<file path="config.mk">
export PLATFORM = sky130hd
export DESIGN_NAME = trace_stack
export DESIGN_NICKNAME = d
export VERILOG_FILES = /design/src/rtl/trace_stack.sv
export SDC_FILE = /design/constraint.sdc
export NUM_CORES = 2
export LEC_CHECK = 0
export CORE_MARGIN = 5
export CORE_UTILIZATION = 45
export CTS_CLUSTER_DIAMETER = 200
export CTS_CLUSTER_SIZE = 8
export DETAILED_ROUTE_END_ITERATION = 10
export GPL_ROUTABILITY_DRIVEN = 0
export RECOVER_POWER = 25
export SYNTH_ARGS = -nofsm -noshare
export SYNTH_HDL_FRONTEND = slang
export SYNTH_SLANG_ARGS = --single-unit
</file>
<file path="constraint.sdc">
create_clock -name clock -period 3.7 [get_ports clock]
set_input_delay 0.74 -clock clock [delete_from_list [all_inputs] [get_ports clock]]
set_output_delay 0.74 -clock clock [all_outputs]
set_load 0.005 [all_outputs]
</file>
<file path="src/rtl/trace_stack.sv">
// LIFO trail of solver assignments {var,val,type} with a registered top-of-stack view.
// Optional TRACE_DECISION_LEVEL_EN adds a live count of decision entries on the stack.
`ifndef MAX_VARS_BITS
`define MAX_VARS_BITS 8
`endif

module trace_stack #(
    parameter int VAR_BITS = `MAX_VARS_BITS,
    parameter int DEPTH    = 256,
    parameter int PTR_BITS = $clog2(DEPTH + 1)
) (
    input  logic                clock,
    input  logic                reset,
    input  logic                clear_trace,
    input  logic                push_trace,
    input  logic                pop_trace,
    input  logic [VAR_BITS-1:0] var_in_trace,
    input  logic                val_in_trace,
    input  logic                type_in_trace,
    output logic [VAR_BITS-1:0] var_out_trace,
    output logic                val_out_trace,
    output logic                type_out_trace,
    output logic                empty_trace,
    output logic                full_trace,
    output logic [PTR_BITS-1:0] count_trace,
    output logic                overflow_err,
    output logic                underflow_err
`ifdef TRACE_DECISION_LEVEL_EN
    ,
    output logic [PTR_BITS-1:0] decision_level
`endif
);

    localparam int ADDR_BITS  = (DEPTH > 1) ? $clog2(DEPTH) : 1;
    localparam int ENTRY_BITS = VAR_BITS + 2;
    localparam logic [PTR_BITS-1:0] DEPTH_P = PTR_BITS'(DEPTH);

    logic [ENTRY_BITS-1:0] mem [DEPTH];
    logic [ENTRY_BITS-1:0] top;
    logic [ENTRY_BITS-1:0] entry_in;
    logic [PTR_BITS-1:0]   count;
    logic [PTR_BITS-1:0]   below_top;
    logic [PTR_BITS-1:0]   wr_addr;
    logic is_empty, is_full;
    logic cmd_push, cmd_repl, cmd_pop, cmd_ovf, cmd_unf;

    assign entry_in  = {var_in_trace, val_in_trace, type_in_trace};
    assign is_empty  = (count == '0);
    assign is_full   = (count == DEPTH_P);
    assign below_top = count - PTR_BITS'(2);

    // Push+pop on an empty stack degenerates to a plain push (plus underflow).
    assign cmd_push = !clear_trace && push_trace && (!pop_trace || is_empty) && !is_full;
    assign cmd_repl = !clear_trace && push_trace && pop_trace && !is_empty;
    assign cmd_pop  = !clear_trace && pop_trace && !push_trace && !is_empty;
    assign cmd_ovf  = !clear_trace && push_trace && !pop_trace && is_full;
    assign cmd_unf  = !clear_trace && pop_trace && is_empty;

    assign wr_addr = cmd_repl ? (count - PTR_BITS'(1)) : count;

    always_ff @(posedge clock) begin
        if (cmd_push || cmd_repl)
            mem[wr_addr[ADDR_BITS-1:0]] <= entry_in;
    end

    always_ff @(posedge clock or negedge reset) begin
        if (!reset) begin
            count         <= '0;
            top           <= '0;
            overflow_err  <= 1'b0;
            underflow_err <= 1'b0;
        end else begin
            if (cmd_ovf) overflow_err  <= 1'b1;
            if (cmd_unf) underflow_err <= 1'b1;
            if (clear_trace) begin
                count <= '0;
                top   <= '0;
            end else if (cmd_push) begin
                count <= count + PTR_BITS'(1);
                top   <= entry_in;
            end else if (cmd_repl) begin
                top   <= entry_in;
            end else if (cmd_pop) begin
                count <= count - PTR_BITS'(1);
                top   <= (count == PTR_BITS'(1)) ? '0 : mem[below_top[ADDR_BITS-1:0]];
            end
        end
    end

`ifdef TRACE_DECISION_LEVEL_EN
    // Old type for replace/pop comes from the registered top, which mirrors mem[count-1].
    always_ff @(posedge clock or negedge reset) begin
        if (!reset) begin
            decision_level <= '0;
        end else if (clear_trace) begin
            decision_level <= '0;
        end else if (cmd_push) begin
            if (type_in_trace) decision_level <= decision_level + PTR_BITS'(1);
        end else if (cmd_repl) begin
            if (type_in_trace && !top[0])      decision_level <= decision_level + PTR_BITS'(1);
            else if (!type_in_trace && top[0]) decision_level <= decision_level - PTR_BITS'(1);
        end else if (cmd_pop) begin
            if (top[0]) decision_level <= decision_level - PTR_BITS'(1);
        end
    end
`endif

    assign var_out_trace  = top[ENTRY_BITS-1:2];
    assign val_out_trace  = top[1];
    assign type_out_trace = top[0];
    assign empty_trace    = is_empty;
    assign full_trace     = is_full;
    assign count_trace    = count;

endmodule

</file>
==> impl_metrics.json <==
{
  "status": "finished, violations left",
  "failed_checks": "capacitance limit, slew limit",
  "drtPass1Iterations": 5,
  "async_reset_ff_share_pct": 0.814,
  "final_cell_mix": "edfxtp_1 (2560), mux4_2 (661), buf_4 (440)",
  "netlist_area_sq_mm": 0.102,
  "die_y_microns": 486,
  "worst_pin_slew_ns": 3.61,
  "final_area_sq_mm": 0.122,
  "finalWirelength_microns": 277000,
  "synth-edff-count": 2560,
  "layout_setup_ws_ns": 0.108,
  "die_x_microns": 486,
  "place_inst": 8248,
  "dieArea_sq_mm": 0.236,
  "synth_top_area_share_pct": 75.4,
  "final_cell_count_no_fill": 8668,
  "crit_required_ns": 4.52,
  "grt_pass1_wl_microns": 398000,
  "synthCells": 4846,
  "dpl_cell_area_sq_mm": 0.113,
  "drv_slew": 961,
  "worstSetupStartpointType": "flip-flop",
  "seq_area_frac_synth_pct": 76.0,
  "clk_latency_ns": 0.97,
  "maxCapViolCount": 13,
  "post-route-min-period_ns": 3.59,
  "powerDensity_mw_per_mm2": 774,
  "ys.flop_type": "edfxtp_1",
  "wl_per_cell_microns": 32.0,
  "overflow": 0,
  "cts.clk_slew.worst_paths_ns": 0.05,
  "synth_nets": 4868,
  "ctsLongestPathBuffers": 4,
  "report.final.setup_viol": 0,
  "p_leak_nw": 38.9,
  "setup.worst_path.class": "reg2reg",
  "detail-route-antenna-nets": 0,
  "min_from": "clear_trace",
  "ys_ff_latch": 2581,
  "crit_fanout": 13,
  "synth_warnings": 0,
  "hold_depth": 3,
  "syn_area_per_cell_sq_um": 21.0,
  "ir_worst_vdd_uv": 773,
  "worstRegToRegCells": 11,
  "area_growth_syn_to_layout_pct": 19.9,
  "ys_types": 97,
  "hpwl_microns": 176000,
  "numCtsBuffers": 372,
  "hold_slack_ns": 0.600,
  "grt_usage_pct": 23.5,
  "core_sq_mm": 0.225,
  "synth_area_leaders": "edfxtp_1 (75%), mux4_2 (15%), nand2_1 (1.2%)",
  "finalCritPeriodShare_pct": 97.1,
  "synth_top_area_cell": "edfxtp_1",
  "initial_core_util_pct": 45.3,
  "cts_sinks": 2581,
  "final_common_cell": "edfxtp_1",
  "drc": 0,
  "initialDrtViolationCount": 6527,
  "htree_levels": 5,
  "grt_pass1_vias": 53400,
  "grt_max_degree": 130,
  "avgViaCountPerCell": 6.09,
  "dr_total_vias": 52800,
  "slew_headroom_pct": -141,
  "utilization_pct": 54.3,
  "drive_gt1_share_pct": 35.0,
  "fin_skew_ns": 0.0691,
  "dpl_worst_slack_ns": -0.506,
  "root_buffer": "clkbuf_16",
  "rsz0062_at_grt": "no",
  "hold_violations": 0,
  "worstSetupStartpoint": "count_trace[0]",
  "max_freq_ghz": 0.278,
  "postCtsHoldBufs": 0,
  "arrival_ns": 4.41,
  "hp-class": "in2reg",
  "r2r-start": "count_trace[0]",
  "num_rows": 174,
  "port-buffer-count": 37,
  "grt_antenna_before_repair": 7,
  "end_kind": "flip-flop",
  "ioPinCount": 38,
  "cts_tree": "yes",
  "final_nets": 5656
}
final cells by class:
type | instances | area [sq um]
antenna | 1 | 2.50
clock buffer | 405 | 9520
clock inverter | 10 | 103
fill | 17200 | 103000
inverter | 13 | 55.1
multi-input combinational | 1967 | 23500
sequential | 2581 | 77400
tap | 2992 | 3740
timing repair buffer | 699 | 7920
state kept, by name, indices dropped and copies added, names as in the netlist:
name           cells
overflow_err       1
underflow_err      1
mem             2560
count_trace        9
top               10
report_power, final:
| group | total, W | leakage [nW] | internal (W) | switching [W] |
|---|---|---|---|---|
| Clock | 0.0291 | 4.72 | 0.0178 | 0.0113 |
| Combinational | 0.0328 | 10.9 | 0.0130 | 0.0198 |
| Sequential | 0.0327 | 23.3 | 0.0325 | 0.000242 |
per-stage QoR:
stage / power [W] / TNS, ns
after CTS: 0.0950 / 0
final: 0.0946 / 0
after detailed placement: 0.0657 / -167.99
after global routing: 0.0977 / 0
after floorplan: 0.0509 / -91.10
after global placement: 0.0657 / -226.80
synthesized netlist by cell type (5+ instances only):
cell,instances
clkbuf_1,51
a211o_1,5
o31ai_1,15
buf_1,11
nor2_1,299
and2_1,12
a21oi_1,28
a31oi_1,21
mux4_1,14
ha_1,7
nand2_1,335
and3_1,16
nand3_1,129
a22oi_1,22
buf_8,11
nor3_1,21
buf_4,67
nor2b_1,9
a221oi_1,6
buf_2,101
a211oi_1,16
buf_6,39
mux4_2,661
o22ai_1,26
nand2b_1,9
edfxtp_1,2560
mux2_2,17
inv_1,10
o21ai_0,33
o31ai_2,5
o22a_1,6
mux2i_1,98
dfrtp_1,21
nand4_1,13
a311oi_1,6
o211ai_1,17
or3_1,6
o221ai_1,9
xnor2_1,5
a32oi_1,8
worst paths after layout:
kind / to / slack, ns
min in group asynchronous: underflow_err / 0.68
min reg2reg: top[1] / 0.63
min: count_trace[8] / 0.60
max reg2reg: top[0] / 0.11
max in group asynchronous: count_trace[0] / 1.95
max: top[0] / 0.11
logic make-up after synthesis:
| kind of cell | count (synthesis) | share of synthesized area [%] |
|---|---|---|
| AO/OA/AOI/OAI | 277 | 2.02 |
| flip-flops | 2581 | 76.0 |
| multiplexers | 790 | 16.1 |
| AND/OR/NAND/NOR | 883 | 3.77 |
| buffers and inverters | 298 | 1.94 |
| XOR/XNOR | 10 | 0.104 |
| adder cells (fa/ha/maj) | 7 | 0.0859 |
per-layer routing:
| metal | vias up | share of wire (%) | wire [microns] | global-route usage (%) |
|---|---|---|---|---|
| li1 | 21600 | - | - | - |
| met1 | 28300 | 41 | 114000 | 34.1 |
| met2 | 2547 | 47 | 130000 | 36.3 |
| met3 | 429 | 8.8 | 24300 | 4.72 |
| met4 | 2 | 3.0 | 8440 | 7.19 |
| met5 | - | 0.042 | 115 | 0.342 |
repair_timing:
item	4_1_cts	5_1_grt
endpoints found under the setup margin	23	118
setup buffers	3	0
pin swaps	3	1
resized for setup	6	8
gates cloned	1	0
worst max-delay path, stage by stage, from the launching register on:
cell	delay (ns)
dfrtp_4	0.55
buf_12	0.25
buf_12	0.18
buf_4	0.20
mux4_2	0.53
and2_1	0.18
a211oi_1	0.47
a31oi_1	0.18
a211o_1	0.38
a32oi_1	0.27
buf_4	0.20
o21ai_1	0.06
Power figures use the tool's default switching activity.
